### config.mk
export PLATFORM = sky130hd
export DESIGN_NAME = beehive_nib_credit_fifo
export DESIGN_NICKNAME = d
export VERILOG_FILES = /design/src/rtl/beehive_nib_credit_fifo.sv
export SDC_FILE = /design/constraint.sdc
export NUM_CORES = 1
export LEC_CHECK = 0
export ABC_AREA = 0
export BUFFER_PORTS_ARGS = -buffer_cell sky130_fd_sc_hd__buf_2
export CAP_MARGIN = 20
export CORE_ASPECT_RATIO = 1.1
export CORE_MARGIN = 2
export CORE_UTILIZATION = 50
export DETAILED_ROUTE_END_ITERATION = 6
export PLACE_DENSITY = 0.81
export SLEW_MARGIN = 10
export SYNTH_ARGS = -nofsm -noshare
export SYNTH_HDL_FRONTEND = slang
export SYNTH_SLANG_ARGS = --single-unit
### constraint.sdc
create_clock -name clk -period 3.7 [get_ports clk]
set_clock_uncertainty 0.1 [all_clocks]
set_input_delay 0.555 -clock clk [delete_from_list [all_inputs] [get_ports clk]]
set_output_delay 0.555 -clock clk [all_outputs]
set_load 0.01 [all_outputs]
### src/rtl/beehive_nib_credit_fifo.sv
// Receive end of the valid/yummy credit link: a first-word-fall-through flit buffer
// that returns one registered yummy pulse per flit consumed.
module beehive_nib_credit_fifo #(
    parameter int DATA_WIDTH  = 64,
    parameter int BUFFER_SIZE = 4,
    parameter int BUFFER_BITS = 3
) (
    input  logic                   clk,
    input  logic                   reset,
    input  logic [DATA_WIDTH-1:0]  data_in,
    input  logic                   valid_in,
    output logic                   yummy_out,
    output logic [DATA_WIDTH-1:0]  data_out,
    output logic                   data_val,
    input  logic                   thanks_in,
    output logic [BUFFER_BITS-1:0] occupancy,
    output logic                   overflow_err
);

    localparam int PTR_W = (BUFFER_SIZE > 1) ? $clog2(BUFFER_SIZE) : 1;
    localparam logic [PTR_W-1:0]       LAST_PTR = PTR_W'(BUFFER_SIZE - 1);
    localparam logic [BUFFER_BITS-1:0] FULL_CNT = BUFFER_BITS'(BUFFER_SIZE);

    // Explicit wrap so non-power-of-two depths index only valid slots.
    function automatic logic [PTR_W-1:0] ptr_inc(input logic [PTR_W-1:0] p);
        return (p == LAST_PTR) ? '0 : p + PTR_W'(1);
    endfunction

    logic [DATA_WIDTH-1:0]  storage [BUFFER_SIZE];
    logic [PTR_W-1:0]       head_f;
    logic [PTR_W-1:0]       tail_f;
    logic [BUFFER_BITS-1:0] count_f;
    logic [BUFFER_BITS-1:0] count_nxt;
    logic                   yummy_f;
    logic                   overflow_f;
    logic                   deq;
    logic                   enq;

    // A full buffer still accepts when the head leaves in the same cycle.
    assign deq = thanks_in & (count_f != '0);
    assign enq = valid_in & ((count_f != FULL_CNT) | deq);

    always_comb begin
        count_nxt = count_f;
        case ({enq, deq})
            2'b10:   count_nxt = count_f + BUFFER_BITS'(1);
            2'b01:   count_nxt = count_f - BUFFER_BITS'(1);
            default: count_nxt = count_f;
        endcase
    end

    always_ff @(posedge clk) begin
        if (reset) begin
            head_f     <= '0;
            tail_f     <= '0;
            count_f    <= '0;
            yummy_f    <= 1'b0;
            overflow_f <= 1'b0;
        end else begin
            if (enq) tail_f <= ptr_inc(tail_f);
            if (deq) head_f <= ptr_inc(head_f);
            count_f <= count_nxt;
            yummy_f <= deq;
            if (valid_in & ~enq) overflow_f <= 1'b1;
        end
    end

    // Data storage carries no reset; validity is tracked solely by count_f.
    always_ff @(posedge clk) begin
        if (enq) storage[tail_f] <= data_in;
    end

    assign data_val     = (count_f != '0);
    assign data_out     = data_val ? storage[head_f] : '0;
    assign yummy_out    = yummy_f;
    assign occupancy    = count_f;
    assign overflow_err = overflow_f;

endmodule

# [Word-level counts from Yosys, hierarchy flattened]
# Memories as Yosys holds them, arrays and structs flattened. A register that Yosys moved wholly into a read port is not among the register bits.
# Cells that the tools add are included.
[op_classes] n_addsub=4 n_mul=0 n_div=0 n_lt_le_gt_ge=0 eq_ne=5 shifts=0 mux=8 bitwise=5 n_reduce_logical=2
[op_table] op="2-to-1 mux 64 bit" count=1
[op_table] op="2-to-1 mux 2 bit" count=4
[op_table] op="equality test 2 bit, second input constant" count=3
[op_table] op="one-hot mux 3 bit (2 select lines)" count=1
[op_table] op="adder 2 x 1 -> 2 bit, second input constant" count=2
[op_table] op="adder 3 x 1 -> 3 bit, second input constant" count=1
[op_table] op="bitwise AND 1 bit" count=3
[op_table] op="!= test 3 bit, second input constant" count=1
[op_table] op="nonzero test 3 bit" count=1
[op_table] op="subtractor 3 x 1 -> 3 bit, second input constant" count=1
[op_table] op="equality test 2 x 1 -> 1 bit, second input constant" count=1
[op_table] op="2-to-1 mux 1 bit" count=2
[op_table] op="nonzero test 2 bit" count=1
[op_table] op="NOT 1 bit" count=1
[op_table] op="bitwise OR 1 bit" count=1
[totals] register_bits=9 latchBits=0 ramBits=256 mem_bits_ro=0 inputBits=68 output_inout_bits=70 wordCells=30 n_memories=1
[memory_table] name="storage" depth=4 width=64 rd=1 rd_clocked_by_memory_dff=1 write_ports=1 line_no="29" source="logic [DATA_WIDTH-1:0] storage [BUFFER_SIZE];"

# [Depth between registers and ports, before layout]
# Gate-level depths: netlist of the first run.
[logic_depth] word_depth=6 ltp_mapped=8 ltp_nobuf=6

# [Least setup slack after synthesis of the first run]
# Ideal clock, no wire load.
[synth_timing] path_type="in2reg" start="in valid_in" end="mem storage[0][0], enable pin" setup_time_ns=0.429 t_arrival_ns=2.497 t_required_ns=3.171 path_slack_ns=0.674 stages=4 n_path_buf=1 cell_sequence="buf_2 -> inv_1 -> nor2_1 -> and2_1"
[synth_via] elab_chain_cells=3
[synth_lines] element="from (decl)" line_no="11" source="input logic valid_in,"
[synth_lines] element="bitwise AND 1 bit" line_no="41" source="assign enq = valid_in & ((count_f != FULL_CNT) | deq);"
[synth_lines] element="2-to-1 mux 1 bit" line_no="70" source="if (enq) storage[tail_f] <= data_in;"
[synth_lines] element="2-to-1 mux 1 bit (not written as such)" line_no="70"
[synth_lines] element="to (decl)" line_no="29"
# No other way between the ends.

==> results of run 1 <==
flip-flops by register name, summed over array words and instances, names as in the netlist, named ones only:
register	count
overflow_err	1
occupancy	3
yummy_out	1
storage	256
head_f	2
tail_f	2
cells in the final DEF (no fill, tap or decap), types with 2 or more instances in the layout:
cell and instances:
sky130_fd_sc_hd__edfxtp_1 256, sky130_fd_sc_hd__and2_1 64, sky130_fd_sc_hd__clkinv_2 5, sky130_fd_sc_hd__o21ai_0 2, sky130_fd_sc_hd__mux2i_1 2, sky130_fd_sc_hd__clkbuf_16 27
sky130_fd_sc_hd__nor2_1 10, sky130_fd_sc_hd__mux4_1 4, sky130_fd_sc_hd__ha_1 5, sky130_fd_sc_hd__inv_1 5, sky130_fd_sc_hd__dfxtp_4 2, sky130_fd_sc_hd__nand2b_1 2
sky130_fd_sc_hd__a31oi_1 2, sky130_fd_sc_hd__mux2_2 2, sky130_fd_sc_hd__clkinv_1 3, sky130_fd_sc_hd__bufinv_16 8, sky130_fd_sc_hd__mux4_2 60, sky130_fd_sc_hd__a21oi_1 4
sky130_fd_sc_hd__buf_2 137, sky130_fd_sc_hd__dfxtp_1 9, sky130_fd_sc_hd__and2_4 4, sky130_fd_sc_hd__clkbuf_1 3
critical path: cells and delay by family (launching register included):
family / cells / cell delay (ns)
muxes: 1 / 0.54
buffers and inverters: 2 / 0.50
and+or+nand+nor: 1 / 0.17
DFF: 1 / 0.72
power breakdown:
group	total (µW)	internal [µW]	switching [µW]
registers	3710	3540	177
logic	1870	937	933
clock network	2960	1890	1070
total	8540	6360	2180
through the flow:
stage	area [µm²]	utilization [%]	power [µW]	hold WS, ns
floorplan	10370	-	5094	0.3634
global placement	11200	54.78	5639	0.3588
detailed placement	11200	54.78	5693	0.3672
CTS	12180	59.57	8642	0.1345
global route	12180	59.57	8917	0.1274
finish	12180	59.57	8539	0.1518
cells in the mapped netlist (all sizes together):
master	count	area, µm²
mux4	64	1456
o21ai	2	10.01
mux2	2	22.52
or4	1	7.510
a21oi	4	20.02
xnor2	1	8.760
or3	2	17.52
a221oi	1	15.01
fa	1	20.02
o21a	1	7.510
or3b	1	8.760
and2	68	425.4
nor2	10	37.54
edfxtp	256	7687
nand3	1	5.000
nand2	1	3.750
dfxtp	11	220.2
inv	5	18.77
nand3b	1	7.510
nor4b	2	23.77
o31ai	1	7.510
nand2b	2	12.51
mux2i	2	20.02
clkbuf	5	21.27
nor2b	1	6.260
ha	5	62.56
a31oi	2	12.51
buf	20	202.7
worst paths after layout:
kind                          to         start  cells past startpoint
setup reg to reg    occupancy[2]  occupancy[2]                      6
hold / removal    storage[3][56]   data_in[56]                      1
hold reg to reg     overflow_err  overflow_err                      2
setup / recovery     data_out[9]     flip-flop                      4
kinds of logic (layout without fill, tap and decap cells):
family / Yosys count / in the layout / share of synthesized area [%]
buf+inv: 30 / 192 / 2.341
compound gates: 11 / 11 / 0.6999
mux: 68 / 68 / 14.46
simple gates: 90 / 90 / 5.358
xor+xnor: 1 / 1 / 0.08449
fa+ha+maj: 6 / 6 / 0.7964
flops: 267 / 267 / 76.26
layer usage:
layer	vias to the layer above	wire [µm]
li1	2202	-
met1	2472	7540
met2	160	9387
met3	23	1312
met4	4	272
met5	-	27
area by class of cell:
class / count / share of cell area (%)
clock buffer: 30 / 5.642
inverter: 5 / 0.1541
sequential: 267 / 65.01
clock inverter: 18 / 2.405
tap: 256 / 2.631
timing repair buffer: 139 / 5.858
multi-input combinational: 176 / 18.30
==> results by group, run 1 <==
Run
  – Number of max-cap violations: 0

STA
  – Final-layout setup total negative slack: 0 ns
  – Total of endpoints with negative setup slack in the final report: 0
  – Slew Limit Fails: 0
  – Ratio of final minimum period to clock period: 84.53%
  – Post-route worst setup slack: 0.5725 ns
  – Maximum clock rate: about 320 MHz
  – Relative slew slack: roughly a third
  – Hold Fails Final Rpt: 0
  – RSZ-0062 raised after global routing: no
  – Transition time at the pin with the least slew margin: 1.013 ns
  – Final worst path period need: roughly 3.1 ns

Global route
  – Grt met3 use: under 10%
  – Largest net degree at the start of global routing: 67
  – Most Crowded Layer GR: met2
  – Global-route wire length before repair: about 29000 µm
  – Number of global-route vias before repair: 5209
  – Grt met1 use: ~22%
  – GR Util met2: 28.69%
  – Overall global routing resource usage: roughly 17%
  – Number of antenna violations at the first check in global routing: 2
  – Remaining global-route overflow: 0

Drt
  – Via total after detailed routing: 4861
  – Average wire length per cell after detail routing: 20.81 µm
  – Sum of routed wire length over all layers: 18540 µm
  – Count of antenna-violating nets left after detailed routing: 0
  – DRC violation count after routing: 0
  – Number of DRC markers after the initial detailed-route iteration: 278
  – Vias per Instance: 5.456
  – Detailed-router iteration count before antenna repair: 6

Cells and area
  – Net total in the final layout: 689
  – Filler cell count in the final layout: 1464
  – Antenna Cells: 0
  – Share of post-route cells with drive strength above 1: roughly 40%
  – Non-Filler Instances: slightly below 900
  – Area used by multi-input combinational logic: 0.002228 mm²
  – Area growth, synth to finish: 17.42%
  – Area occupied by registers: 0.007915 mm²

Placement
  – Estimated wirelength of the detail-placed design: 10600 µm
  – Number of cells after detailed placement: 843
  – Buffers on Ports: 137
  – Global placement routability congestion: 0.6650
  – Setup WS pre-CTS: 1.049 ns

Floorplanning
  – Die Y: 155.0 µm
  – Ports: 138
  – DIE AREA: 0.02191 mm²
  – Initial Utilization: approximately 51%
  – Floorplan core area: 0.02044 mm²
  – Total number of placement rows: 55
  – Die boundary width: approximately 140 µm

Clock tree
  – Clock sink count: 267
  – Number of buffers inserted by hold repair at cts: 0
  – Quantity of gates resized following cts: 0
  – Number of buffers on the longest clock path: 3
  – Number of buffers created by CTS: 26
  – Number of levels the H-tree was split into: 1
  – Clock latency on the worst-skew pair: 0.52 ns
  – CTS tree: done
  – Buffer count from post-CTS setup fixing: 0
  – Clock root buffer: sky130_fd_sc_hd__clkbuf_16
  – Register clock-pin slew on the reported worst setup and hold paths: 0.06 ns

Synthesis
  – Warning count from the yosys run: 0
  – Number of nets produced by synthesis: 547
  – Number of distinct library cell variants in the gate-level netlist after synthesis: 34
  – Cells after Synth: 473
  – Fraction of the yosys area taken by sequential cells: 76.26%
  – Cell Area, Synth: 0.01037 mm²
  – Post-synthesis register bit count: ~270
  – Per-instance average area after synthesis: 21.92 µm²

Setup path
  – Crit path required time: 3.04 ns
  – Crit path DAT: 2.47 ns
  – Delay of the slowest cell on the worst path: 0.72 ns
  – Type of element launching the critical path: flip-flop
  – Cell Chain, Critical Path: buf_4, mux4_2, and2_1, buf_2
  – Category of the most critical setup path: reg -> out
  – Slowest stage cell on the critical path: sky130_fd_sc_hd__dfxtp_4
  – Flop-to-flop setup slack: roughly 1.2 ns
  – CP endpoint kind: output port
  – Critical path peak fanout: 27

Pwr
  – Max VDD drop: just under 0.0008 V
  – Cell Pwr Density: roughly 700 mW/mm²
  – Standby leakage power: 0.004232 µW

Worst hold path
  – Type of the most critical hold path: in -> reg

Status
  – Outcome: completed
No activity file was read; power rests on OpenSTA's default activity.
==> run 2: changes to the inputs <==
- clock period: 3.7 -> 3 ns (I/O delays scaled with it)
==> results by group, run 2 (same netlist as run 1, synthesis figures left out) <==
STA
  – Hold Fails Final Rpt: 0 (unchanged)
  – Maximum clock rate: 370.1 MHz
  – Ratio of final minimum period to clock period: 90.07%
  – Total of endpoints with negative setup slack in the final report: 0 (unchanged)
  – RSZ-0062 raised after global routing: no
  – Transition time at the pin with the least slew margin: 0.7746 ns (-0.2383 ns)
  – Tightest hold margin: 0.04622 ns (-0.1056 ns)
  – Relative slew slack: 47.92% (+15 points)
  – Slew Limit Fails: 0 (unchanged)
  – Final-layout setup total negative slack: 0 ns (unchanged)
  – Final worst path period need: between 2 and 3 ns

Worst hold path
  – Hold worst-path end: storage[3][41]
  – Number of cells on the worst hold path: 1 (unchanged)
  – Hold path start: data_in[41]
  – Type of the most critical hold path: in -> reg

Setup path
  – CP endpoint kind: output port
  – Type of element launching the critical path: flip-flop
  – Worst reg2reg path endpoint: occupancy[2]
  – Number of cells on the worst reg-to-reg path: 6 (unchanged)
  – Crit path DAT: 2.15 ns (-0.32 ns)
  – Flop-to-flop setup slack: 0.57 ns (-0.67 ns)
  – Reg-to-reg startpoint: occupancy[2]
  – Critical path peak fanout: 37 (+37%)
  – Kind of cell adding the most delay to the critical path: flip-flops
  – Cell Chain, Critical Path: buf_12, mux4_2, and2_1, buf_2
  – Crit path required time: 2.45 ns (-0.59 ns)
  – Delay of the slowest cell on the worst path: 0.63 ns (-0.09 ns)
  – Category of the most critical setup path: reg -> out
  – Critical path buffer and inverter count: 2 (unchanged)
  – Slowest stage cell on the critical path: sky130_fd_sc_hd__dfxtp_4

Pwr
  – Max VDD drop: 0.0005481 V (-30%)
  – Net load switching power: 2663 µW (+22%)
  – Part of the power in registers: 44.7% (+1.2 points)
  – Standby leakage power: 0.004189 µW (-1.0%)
  – Clock network fraction of design power: 30.6% (-4.0 points)
  – Combinational share of power: 24.7% (+2.8 points)
  – Cell Pwr Density: 824.6 mW/mm² (+18%)
  – P_int: 7329 µW (+15%)
  – Net Sw Frac: 26.65% (+1.1 points)

Drt
  – DRC violation count after routing: 0 (unchanged)
  – Count of antenna-violating nets left after detailed routing: 0 (unchanged)
  – Number of DRC markers after the initial detailed-route iteration: 316 (+14%)
  – Sum of routed wire length over all layers: 18800 µm (+1.4%)
  – Via total after detailed routing: 4962 (+2.1%)
  – Vias per Instance: 5.550 (+1.7%)
  – Average wire length per cell after detail routing: 21.02 µm (+1.0%)
  – Detailed-router iteration count before antenna repair: 4 (-2)

Global route
  – Global-route wire length before repair: 29350 µm (+2.4%)
  – Overall global routing resource usage: 17.30% (+0.31 points)
  – Number of antenna violations at the first check in global routing: 2 (unchanged)
  – Number of global-route vias before repair: 5413 (+3.9%)
  – Remaining global-route overflow: 0 (unchanged)
  – Largest net degree at the start of global routing: 67 (unchanged)

Clock tree
  – Clock latency on the worst-skew pair: 0.51 ns (about the same)
  – Clock root buffer: sky130_fd_sc_hd__clkbuf_16
  – Clock sink count: 267 (unchanged)
  – Number of levels the H-tree was split into: 1 (unchanged)
  – CTS tree: done
  – Quantity of gates resized following cts: 0 (unchanged)
  – Number of buffers inserted by hold repair at cts: 0 (unchanged)
  – Number of buffers created by CTS: 25 (-3.8%)
  – Buffer count from post-CTS setup fixing: 0 (unchanged)
  – Register clock-pin slew on the reported worst setup and hold paths: 0.06 ns (about the same)
  – Number of buffers on the longest clock path: 3 (unchanged)

Placement
  – Estimated wirelength of the detail-placed design: 10650 µm (+0.47%)
  – Global placement routability congestion: 0.7563 (+14%)
  – Buffers on Ports: 137 (unchanged)

Floorplanning
  – Die boundary width: 141.3 µm (unchanged)
  – Ports: 138 (unchanged)
  – Die Y: 155.0 µm (unchanged)
  – Floorplan core area: 0.02044 mm² (unchanged)
  – DIE AREA: 0.02191 mm² (unchanged)
  – Total number of placement rows: 55 (unchanged)
  – Initial Utilization: 50.73% (unchanged)

Run
  – Number of max-cap violations: 0 (unchanged)

Cells and area
  – Flip-flop count of the largest register after layout: 256 (unchanged)
  – Leading cell type in the layout, fill and taps excluded: sky130_fd_sc_hd__edfxtp_1
  – Share of post-route cells with drive strength above 1: 39.66% (about the same)
  – Antenna Cells: 0 (unchanged)
  – Area growth, synth to finish: 16.86%
  – Highest-count cells in the layout ignoring fill and taps: sky130_fd_sc_hd__edfxtp_1, sky130_fd_sc_hd__buf_2, sky130_fd_sc_hd__and2_1
  – Reg with most FFs: storage
  – Filler cell count in the final layout: 1461 (-0.20%)
  – Net total in the final layout: 693 (+0.58%)

Status
  – Outcome: completed
run 2: final cells by class:
cell class	count	area [µm²]	share of cell area, %
Tap cell	256	320.3	2.644
Inverter	5	18.77	0.1549
Clock buffer	33	685.7	5.659
Multi-Input combinational cell	176	2228	18.39
Timing Repair Buffer	144	825.8	6.815
Clock inverter	13	122.6	1.012
Sequential cell	267	7915	65.32
run 2: power groups by stage:
stage | clock network (µW) | logic, µW | registers (µW)
floorplan | 0 | 1780 | 4500
global placement | 0 | 2470 | 4520
detailed placement | 0 | 2510 | 4550
CTS | 3120 | 2520 | 4470
global route | 3280 | 2700 | 4490
finish | 3060 | 2460 | 4470
run 2: per-stage QoR:
stage	total power (µW)	std cells	worst slack (ns)	cell area (µm²)	utilization [%]
detailed placement	7065	848	0.5609	11310	55.33
finish	9992	894	0.2980	12120	59.28
CTS	10120	894	0.2592	12120	59.28
global placement	6994	848	0.6711	11310	55.33
global route	10460	894	0.2203	12120	59.28
floorplan	6282	473	0.07870	10370	-
run 2: layer usage:
layer	up-vias	GRT usage (%)	wire length, µm
met5	-	0	26
met4	4	4.333	261
met3	28	3.940	1181
met2	158	30.07	9669
met1	2574	22.32	7656
li1	2198	-	-
run 2: worst max path at each step:
stage / from / end / slack, ns / cells after the start
CTS: flip-flop / data_out[8] / 0.26 / 4
global route: flip-flop / data_out[8] / 0.22 / 4
floorplan: valid_in / storage[0][0] / 0.08 / 4
finish: flip-flop / data_out[8] / 0.30 / 4
global placement: occupancy[2] / occupancy[2] / 0.67 / 6
detailed placement: occupancy[2] / occupancy[2] / 0.56 / 6
